**config.mk**
```make
export PLATFORM = sky130hd
export DESIGN_NAME = scan_test_ctrl_flat
export DESIGN_NICKNAME = d
export VERILOG_FILES = /design/src/rtl/scan_test_ctrl_if.sv /design/src/rtl/scan_test_ctrl.sv /design/src/flat_wrapper.sv
export SDC_FILE = /design/constraint.sdc
export NUM_CORES = 1
export LEC_CHECK = 0
export ABC_AREA = 1
export CORE_MARGIN = 1.5
export CORE_UTILIZATION = 45
export CTS_CLUSTER_SIZE = 40
export DETAILED_ROUTE_END_ITERATION = 6
export HOLD_SLACK_MARGIN = 0.03
export PLACE_DENSITY = 0.74
export SYNTH_ARGS = -nofsm -noshare
export SYNTH_HDL_FRONTEND = slang
export SYNTH_SLANG_ARGS = --single-unit
```
**constraint.sdc**
```tcl
create_clock -name clk -period 1.4 [get_ports clk]
set_clock_uncertainty 0.1 [all_clocks]
set_input_delay 0.14 -clock clk [delete_from_list [all_inputs] [get_ports clk]]
set_output_delay 0.14 -clock clk [all_outputs]
set_load 0.01 [all_outputs]
```
**src/rtl/scan_test_ctrl_if.sv**
```systemverilog
// scan_test_ctrl_if
// Groups the front-end request/result signals and the scan-chain pins of
// scan_test_ctrl.
//   master : test/debug front end (drives start/abort/pattern/expected/mask,
//            observes busy/done/pass/captured)
//   slave  : scan_test_ctrl itself
//   chain  : the scan chain (observes scan_en/scan_in, drives chain_so)
interface scan_test_ctrl_if #(
    parameter int unsigned CHAIN_LEN = 4
) ();
    logic                 start;
    logic                 abort;
    logic [CHAIN_LEN-1:0] pattern;
    logic [CHAIN_LEN-1:0] expected;
    logic [CHAIN_LEN-1:0] mask;
    logic                 chain_so;
    logic                 scan_en;
    logic                 scan_in;
    logic                 busy;
    logic                 done;
    logic                 pass;
    logic [CHAIN_LEN-1:0] captured;

    modport master (
        output start, abort, pattern, expected, mask,
        input  busy, done, pass, captured
    );

    modport slave (
        input  start, abort, pattern, expected, mask, chain_so,
        output scan_en, scan_in, busy, done, pass, captured
    );

    modport chain (
        input  scan_en, scan_in,
        output chain_so
    );
endinterface

```
**src/rtl/scan_test_ctrl.sv**
```systemverilog
// scan_test_ctrl
// Scan-test sequencer: shifts a pattern into the scan chain (LOAD), runs
// CAP_CYCLES functional clocks (CAPTURE), shifts the chain contents back out
// (UNLOAD), then reports the unloaded value and a masked compare (DONE).
// Ports:
//   clk  : single clock, rising edge
//   rst  : synchronous active-high reset
//   bus  : scan_test_ctrl_if.slave
//            in : start, abort, pattern, expected, mask, chain_so
//            out: scan_en, scan_in (registered chain controls),
//                 busy, done, pass, captured
// Parameters:
//   CHAIN_LEN  : scan flops in the chain (>= 2)
//   CAP_CYCLES : capture clocks between load and unload (>= 1)
//   SO_DELAY   : edges from a chain shift until chain_so shows the new bit
module scan_test_ctrl #(
    parameter int unsigned CHAIN_LEN  = 4,
    parameter int unsigned CAP_CYCLES = 1,
    parameter int unsigned SO_DELAY   = 1
) (
    input logic             clk,
    input logic             rst,
    scan_test_ctrl_if.slave bus
);

    localparam int unsigned UNLOAD_LEN = CHAIN_LEN + SO_DELAY;
    localparam int unsigned CNT_MAX    = (UNLOAD_LEN > CAP_CYCLES) ? UNLOAD_LEN : CAP_CYCLES;
    localparam int unsigned CW         = $clog2(CNT_MAX + 1);

    localparam logic [CW-1:0] LOAD_LAST   = CW'(CHAIN_LEN - 1);
    localparam logic [CW-1:0] CAP_LAST    = CW'(CAP_CYCLES - 1);
    localparam logic [CW-1:0] UNLOAD_LAST = CW'(UNLOAD_LEN - 1);
    localparam logic [CW-1:0] SO_FIRST    = CW'(SO_DELAY);

    typedef enum logic [2:0] {
        StIdle,
        StLoad,
        StCapture,
        StUnload,
        StDone
    } state_e;

    state_e               state_q;
    logic [CW-1:0]        cnt_q;
    // Shared shift register: remaining load bits during LOAD, unloaded bits
    // during UNLOAD. The MSB of each phase lives in scan_in_q / sr_shift.
    logic [CHAIN_LEN-2:0] sr_q;
    logic [CHAIN_LEN-1:0] exp_q;
    logic [CHAIN_LEN-1:0] mask_q;
    logic                 scan_en_q;
    logic                 scan_in_q;
    logic                 busy_q;
    logic                 done_q;
    logic                 pass_q;
    logic [CHAIN_LEN-1:0] captured_q;

    // Unloaded value including the bit currently on chain_so; only meaningful
    // in the last UNLOAD cycle, where it becomes the captured result.
    logic [CHAIN_LEN-1:0] sr_shift;
    assign sr_shift = {sr_q, bus.chain_so};

    always_ff @(posedge clk) begin
        if (rst) begin
            state_q    <= StIdle;
            cnt_q      <= '0;
            sr_q       <= '0;
            exp_q      <= '0;
            mask_q     <= '0;
            scan_en_q  <= 1'b0;
            scan_in_q  <= 1'b0;
            busy_q     <= 1'b0;
            done_q     <= 1'b0;
            pass_q     <= 1'b0;
            captured_q <= '0;
        end else if (bus.abort) begin
            // captured/pass were cleared at acceptance and stay that way.
            state_q   <= StIdle;
            cnt_q     <= '0;
            scan_en_q <= 1'b0;
            scan_in_q <= 1'b0;
            busy_q    <= 1'b0;
            done_q    <= 1'b0;
        end else begin
            unique case (state_q)
                StIdle: begin
                    done_q <= 1'b0;
                    if (bus.start) begin
                        state_q    <= StLoad;
                        cnt_q      <= '0;
                        exp_q      <= bus.expected;
                        mask_q     <= bus.mask;
                        pass_q     <= 1'b0;
                        captured_q <= '0;
                        busy_q     <= 1'b1;
                        scan_en_q  <= 1'b1;
                        // MSB goes out first so it travels to the far flop.
                        scan_in_q  <= bus.pattern[CHAIN_LEN-1];
                        sr_q       <= bus.pattern[CHAIN_LEN-2:0];
                    end
                end

                StLoad: begin
                    if (cnt_q == LOAD_LAST) begin
                        state_q   <= StCapture;
                        cnt_q     <= '0;
                        scan_en_q <= 1'b0;
                        scan_in_q <= 1'b0;
                    end else begin
                        cnt_q     <= cnt_q + CW'(1);
                        scan_in_q <= sr_q[CHAIN_LEN-2];
                        sr_q      <= sr_q << 1;
                    end
                end

                StCapture: begin
                    if (cnt_q == CAP_LAST) begin
                        state_q   <= StUnload;
                        cnt_q     <= '0;
                        scan_en_q <= 1'b1;
                        scan_in_q <= 1'b0;
                    end else begin
                        cnt_q <= cnt_q + CW'(1);
                    end
                end

                StUnload: begin
                    // The first SO_DELAY cycles still show pre-shift data.
                    if (cnt_q >= SO_FIRST) begin
                        sr_q <= sr_shift[CHAIN_LEN-2:0];
                    end
                    if (cnt_q == UNLOAD_LAST) begin
                        state_q    <= StDone;
                        cnt_q      <= '0;
                        scan_en_q  <= 1'b0;
                        busy_q     <= 1'b0;
                        done_q     <= 1'b1;
                        captured_q <= sr_shift;
                        pass_q     <= ((sr_shift ^ exp_q) & mask_q) == '0;
                    end else begin
                        cnt_q <= cnt_q + CW'(1);
                    end
                end

                StDone: begin
                    state_q <= StIdle;
                    cnt_q   <= '0;
                    done_q  <= 1'b0;
                end

                default: begin
                    state_q   <= StIdle;
                    cnt_q     <= '0;
                    scan_en_q <= 1'b0;
                    scan_in_q <= 1'b0;
                    busy_q    <= 1'b0;
                    done_q    <= 1'b0;
                end
            endcase
        end
    end

    assign bus.scan_en  = scan_en_q;
    assign bus.scan_in  = scan_in_q;
    assign bus.busy     = busy_q;
    assign bus.done     = done_q;
    assign bus.pass     = pass_q;
    assign bus.captured = captured_q;

endmodule
```
**src/flat_wrapper.sv**
```systemverilog
// flat-port wrapper written by rule: the top's interface ports become plain ports
module scan_test_ctrl_flat 
#(
    parameter int unsigned CHAIN_LEN  = 4,
    parameter int unsigned CAP_CYCLES = 1,
    parameter int unsigned SO_DELAY   = 1
)
  (clk, rst, bus_start, bus_abort, bus_pattern, bus_expected, bus_mask, bus_chain_so, bus_scan_en, bus_scan_in, bus_busy, bus_done, bus_pass, bus_captured);
  scan_test_ctrl_if #(.CHAIN_LEN(CHAIN_LEN)) bus_i ();
  input logic clk;
  input logic rst;
  input wire logic [$bits(bus_i.start)-1:0] bus_start;
  input wire logic [$bits(bus_i.abort)-1:0] bus_abort;
  input wire logic [$bits(bus_i.pattern)-1:0] bus_pattern;
  input wire logic [$bits(bus_i.expected)-1:0] bus_expected;
  input wire logic [$bits(bus_i.mask)-1:0] bus_mask;
  input wire logic [$bits(bus_i.chain_so)-1:0] bus_chain_so;
  output wire logic [$bits(bus_i.scan_en)-1:0] bus_scan_en;
  output wire logic [$bits(bus_i.scan_in)-1:0] bus_scan_in;
  output wire logic [$bits(bus_i.busy)-1:0] bus_busy;
  output wire logic [$bits(bus_i.done)-1:0] bus_done;
  output wire logic [$bits(bus_i.pass)-1:0] bus_pass;
  output wire logic [$bits(bus_i.captured)-1:0] bus_captured;
  assign bus_i.start = bus_start;
  assign bus_i.abort = bus_abort;
  assign bus_i.pattern = bus_pattern;
  assign bus_i.expected = bus_expected;
  assign bus_i.mask = bus_mask;
  assign bus_i.chain_so = bus_chain_so;
  assign bus_scan_en = bus_i.scan_en;
  assign bus_scan_in = bus_i.scan_in;
  assign bus_busy = bus_i.busy;
  assign bus_done = bus_i.done;
  assign bus_pass = bus_i.pass;
  assign bus_captured = bus_i.captured;
  scan_test_ctrl #(.CHAIN_LEN(CHAIN_LEN), .CAP_CYCLES(CAP_CYCLES), .SO_DELAY(SO_DELAY)) u_core (.clk(clk), .rst(rst), .bus(bus_i));
endmodule
```
# Yosys cells after proc, flatten, opt, wreduce, memory -nomap -nowiden
# Cells that the tools add are included.
# Widths: inputs -> output; s select.
[classes]
order_cmp = 1
reduce_logical = 17
muxes = 32
bitwise = 7
addsub = 1
eq_ne = 12
[ops]
columns = ["op", "count"]
rows = [
  ["$mux 3", 11],
  ["$pmux 3 s4", 2],
  ["$mux 1", 10],
  ["$reduce_and 5->1", 2],
  ["$eq 3x2->1 const B", 3],
  ["$pmux 3 s3", 1],
  ["$reduce_and 3->1", 3],
  ["$mux 4", 2],
  ["$ne 2x1->1 const B", 4],
  ["$pmux 4 s2", 1],
  ["$reduce_and 4->1", 2],
  ["$eq 3x3->1 const B", 2],
  ["$logic_not 3->1", 2],
  ["$reduce_or 2->1", 3],
  ["$not 1->1", 5],
  ["$pmux 1 s5", 1],
  ["$and 4x4->4", 1],
  ["$logic_not 4->1", 1],
  ["$ne 2x2->1 const B", 2],
  ["$pmux 1 s2", 2],
  ["$pmux 1 s4", 1],
  ["$xor 4x4->4", 1],
  ["$add 3x1->3 const B", 1],
  ["$eq 3x1->1 const B", 1],
  ["other kinds (6)", 6],
]
[totals]
wordCells = 81
reg_bits = 26
input_bits = 17
out_inout_bits = 9

# Logic depth before layout (Yosys ltp)
[depth]
depth_word = 5
ltp_mapped = 10
ltp_nobuf = 10

# Worst setup path after synthesis
# Ideal clock, no wire load.
[synth_timing]
path_kind = "register to register"
from = "reg u_core.cnt_q[0]"
to = "reg u_core.captured_q[0], in the netlist u_core.bus.captured[0]"
setup_time_ps = 115
t_arrival_ps = 1161
path_stages_with_launch = 11
synth_period_minus_slack_ps = 1376
required_ps = 1185
n_path_buf = 0
setup_slack_ps = 24
path_cell_list = "dfxtp_1 -> inv_1 -> ha_1 -> nand2_1 -> inv_1 -> nand2_1 -> nand2_2 -> nand2_4 -> inv_2 -> o21ai_1 -> nor2_1"
[synth_between]
elab_chain_cells = 3
[synth_rtl]
columns = ["element", "line", "rtl"]
rows = [
  ["start, declared", "scan_test_ctrl.sv:44", "logic [CW-1:0] cnt_q;"],
  ["start signal, assigned", "scan_test_ctrl.sv:109", "cnt_q <= cnt_q + CW'(1);"],
  ["start signal, assigned", "scan_test_ctrl.sv:122", "cnt_q <= cnt_q + CW'(1);"],
  ["start signal, assigned", "scan_test_ctrl.sv:140", "cnt_q <= cnt_q + CW'(1);"],
  ["$eq 3x3->1", "scan_test_ctrl.sv:131", "if (cnt_q == UNLOAD_LAST) begin"],
  ["$ne 2x1->1 (no line)", "n/a", ""],
  ["$reduce_and 4->1 (no line)", "n/a", ""],
  ["end signal, assigned", "scan_test_ctrl.sv:137", "captured_q <= sr_shift;"],
  ["end, declared", "scan_test_ctrl.sv:55", "logic [CHAIN_LEN-1:0] captured_q;"],
]
# No other way between the ends.
# A chain may end at the register's enable or synchronous reset.

# Worst setup path in the final report
[layout_timing]
from = "reg u_core.cnt_q[0]"
to = "reg u_core.scan_en_q, in the netlist u_core.bus.scan_en"
[layout_between]
elab_chain_cells = 3
word_cells_on_any_way = 7
classes_between = "eq/ne (5); reduce/logical (2)"
[layout_rtl]
columns = ["element", "line", "rtl"]
rows = [
  ["$eq 3x2->1 (tied with other cells)", "scan_test_ctrl.sv:103", "if (cnt_q == LOAD_LAST) begin"],
  ["$ne 2x1->1 (no line)", "n/a", ""],
  ["$reduce_and 5->1 (no line) (*)", "n/a", ""],
  ["end signal, assigned", "scan_test_ctrl.sv:95", "scan_en_q <= 1'b1;"],
  ["end signal, assigned", "scan_test_ctrl.sv:106", "scan_en_q <= 1'b0;"],
  ["end signal, assigned", "scan_test_ctrl.sv:119", "scan_en_q <= 1'b1;"],
  ["end, declared", "scan_test_ctrl.sv:50", "logic scan_en_q;"],
]
# Every way passes the cells marked *; elsewhere a longest branch is shown, timed or not.

==> impl_metrics.csv <==
group,metric,value,unit
synthesis,yosysTopAreaCell,"dfxtp_1",
drt,wl,3170,um
layout,stdcell_count,277,
timing,clock.fmax,0.712,GHz
grt,grt-ovfl-total,0,
worst_setup_path,critPathBufInv,1,
clock_tree,clk_pin_slew_worst_paths,0.15,ns
place,dp_hpwl,2170,um
power,internal-power,1.09,mW
worst_setup_path,required,1.53,ns
drt,wire_per_inst,11.4,um
clock_tree,h-tree-depth,1,
power,p_leak,0.927,nW
worst_setup_path,cp_cell_sequence,"ha_4, ha_4, inv_4, nand3_4, nand2_2, nor2_4, nand2_1, nand2_1, a21oi_1",
grt,grt_antenna_before_repair,0,
power,pwr_density_cell,770,mW/mm2
synthesis,async_flop_share,0,%
place,gp_congestion,0.893,
floorplanning,std_cell_rows,19,
synthesis,synthMuxAreaShare,0,%
drt,drtAntennaViolNets,0,
grt,grt_pass1_wl,5100,um
synthesis,ys_ff_latch,26,
worst_setup_path,slowest_stage,"dfxtp_4",
layout,insertedDiodeCount,0,
job,cap_violations,0,
drt,drt_first_pass_iters,4,
power,p_switching,0.430,mW
floorplanning,coreArea,0.00278,mm2
layout,layout.nets,269,
clock_tree,clock_sinks,26,
worst_setup_path,arrival,1.53,ns
timing,finalCritPeriodShare,100,%
worst_setup_path,crit_path_start_kind,"flop",
place,placed_cell_area,0.00172,mm2
floorplanning,boundaryPins,26,
synthesis,synth-seq-area-share,39.4,%
outcome,violations,"negative setup slack",
synthesis,synth_top_cell_area_share,39.4,%
layout,final_util,71.2,%
clock_tree,cts-root-buf,"clkbuf_4",
synthesis,syn_area_per_cell,6.63,um2
power,total_power,1.52,mW
place,io_buffer_count,25,
synthesis,synth.area.top_cells,"dfxtp_1 (39%), nand2_1 (12%), nor2_1 (12%), inv_1 (7.4%), ha_1 (4.7%)",
floorplanning,fp.dieH,57.2,um
drt,vias,1369,
synthesis,synth.most_common_cell,"nand2_1",
timing,layout_setup_ws,-0.00499,ns
synthesis,synth_top_family_by_area,"simple AND/OR/NAND/NOR gates",
layout,area_delta_synth_final,50.0,%
clock_tree,cts_buffer_depth,2,
outcome,status,"finished, violations left",
timing,hold_violations,0,
synthesis,syn_area,0.00132,mm2
synthesis,synth_fa_ha_area_share,4.74,%
synthesis,synth-xor-area-share,0,%
synthesis,synth_edf_count,0,
power,ir_worst_vdd,726,uV
power,swShare,28.2,%
synthesis,yosys_warnings,0,
layout,drive_gt1_share,29.3,%
place,dp_slack,-0.0881,ns
timing,worstMarginPinSlew,0.306,ns
hold_path,hp-class,"input pin to flop",
drt,via_per_inst,4.94,
floorplanning,dieWidth,57.2,um
grt,grt_pass1_vias,1200,
synthesis,synth_common_cells,"nand2_1 (43), nor2_1 (41), dfxtp_1 (26), inv_1 (26)",
synthesis,synthFlopType,"dfxtp_1",
timing,setup_violations,2,
worst_setup_path,crit_type,"flop to flop",
worst_setup_path,cpPeakStageDelay,0.41,ns
timing,slew_headroom,79.5,%
grt,grt_use_total,19.7,%
floorplanning,initial_utilization,47.5,%
synthesis,synth_nets,221,
synthesis,synth_cells,199,
worst_setup_path,endpoint_kind,"flop",
clock_tree,cts_hold_buf,0,
grt,grt_max_degree,16,
clock_tree,worstSkewPairLatency,0.32,ns
worst_setup_path,critPathTopFamily,"simple AND/OR/NAND/NOR gates",
timing,rsz0062_at_grt,"true",
drt,drc,0,
synthesis,synth_cell_types,20,
layout,fin_area,0.00198,mm2
clock_tree,cts_tree,"yes",
clock_tree,numCtsBuffers,3,
synthesis,synth-simple-area-share,34.3,%
power,p_clk_share,25.5,%
floorplanning,dieArea,0.00327,mm2
worst_setup_path,crit_fanout,3,
synthesis,synth_compound_area_share,12.5,%
power,seq_power_share,52.8,%
timing,drv_slew,0,
timing,fin_crit,1.40,ns
power,p_comb_share,21.7,%
drt,drt-initial-drc-count,50,
place,place_inst,267,
## cell usage in the layout, fill, tap and decap left out, drive strengths merged
cell / n
a21oi: 12
a22o: 1
a31oi: 1
buf: 20
clkbuf: 4
clkdlybuf4s50: 16
dfxtp: 26
dlygate4sd2: 9
ha: 5
inv: 29
nand2: 46
nand3: 11
nand4: 3
nor2: 44
o21ai: 18
or2: 1
## cell type report
type / count / area, um2
multi-input cells: 142 / 843
fillers: 227 / 802
flip-flops and latches: 26 / 539
repair buffers: 45 / 405
inverters: 29 / 116
well taps: 31 / 38.8
clock buffers: 4 / 36.3
## timing repair
| action | CTS | global route |
|---|---|---|
| buffers inserted | 2 | 4 |
| gates resized for setup | 28 | 44 |
| gates cloned | 0 | 0 |
| pin swaps | 7 | 14 |
| setup endpoints to repair | 19 | 22 |
## layer usage
| metal | share of wire (%) | wire length, um | global-route usage [%] | up-vias |
|---|---|---|---|---|
| met3 | 3.9 | 125 | 2.95 | 2 |
| li1 | - | - | - | 722 |
| met1 | 51 | 1630 | 28.9 | 610 |
| met4 | 0.54 | 17 | 5.98 | 0 |
| met2 | 44 | 1400 | 29.9 | 35 |
| met5 | 0 | 0 | 0 | - |
## worst register-to-register path: cells and delay by family (launching register included)
kind	cells	cell delay [ns]
buffers and inverters	1	0.04
AO/OA/AOI/OAI	1	0.05
adder cells (fa/ha/maj)	2	0.30
AND/OR/NAND/NOR	5	0.42
flip-flops	1	0.41
## worst paths after layout
check	startpoint	to	slack, ns	cells past startpoint
min reg2reg	u_core.bus.scan_en$_SDFFE_PP0P_	u_core.bus.scan_en$_SDFFE_PP0P_	0.37	2
min	bus_mask[1]	u_core.mask_q[1]$_SDFFE_PP0P_	0.30	3
max reg2reg	u_core.cnt_q[0]$_SDFFE_PP0N_	u_core.bus.scan_en$_SDFFE_PP0P_	-0.005	9
max	u_core.cnt_q[0]$_SDFFE_PP0N_	u_core.bus.scan_en$_SDFFE_PP0P_	-0.005	9
## state kept, by name, summed over array words and instances (netlist names)
register	count
u_core.bus.captured	4
u_core.exp_q	4
u_core.mask_q	4
u_core.cnt_q	3
u_core.sr_q	3
u_core.state_q	3
u_core.bus.busy	1
u_core.bus.done	1
u_core.bus.pass	1
u_core.bus.scan_en	1
u_core.bus.scan_in	1
## kinds of logic after synthesis
kind of cell | count (synthesis)
simple gates | 105
compound gates | 32
buf+inv | 31
flops | 26
fa+ha+maj | 5
## power by group through the flow
| stage | sequential, mW | clock, mW | combinational [mW] |
|---|---|---|---|
| after floorplan | 0.826 | 0 | 0.159 |
| after global placement | 0.822 | 0 | 0.290 |
| after detailed placement | 0.823 | 0 | 0.291 |
| after CTS | 0.805 | 0.403 | 0.288 |
| after global routing | 0.810 | 0.433 | 0.366 |
| final | 0.804 | 0.388 | 0.331 |
## per-stage QoR
| stage | hold WS [ns] | TNS (ns) |
|---|---|---|
| 4_1_cts | 0.294 | -0.00933 |
| 6_report | 0.297 | -0.00852 |
| 2_1_floorplan | 0.109 | 0 |
| 3_5_place_dp | 0.355 | -0.987 |
| 3_3_place_gp | 0.351 | -1.03 |
| 5_1_grt | 0.306 | -0.739 |
(Power assumes the default switching activity.)
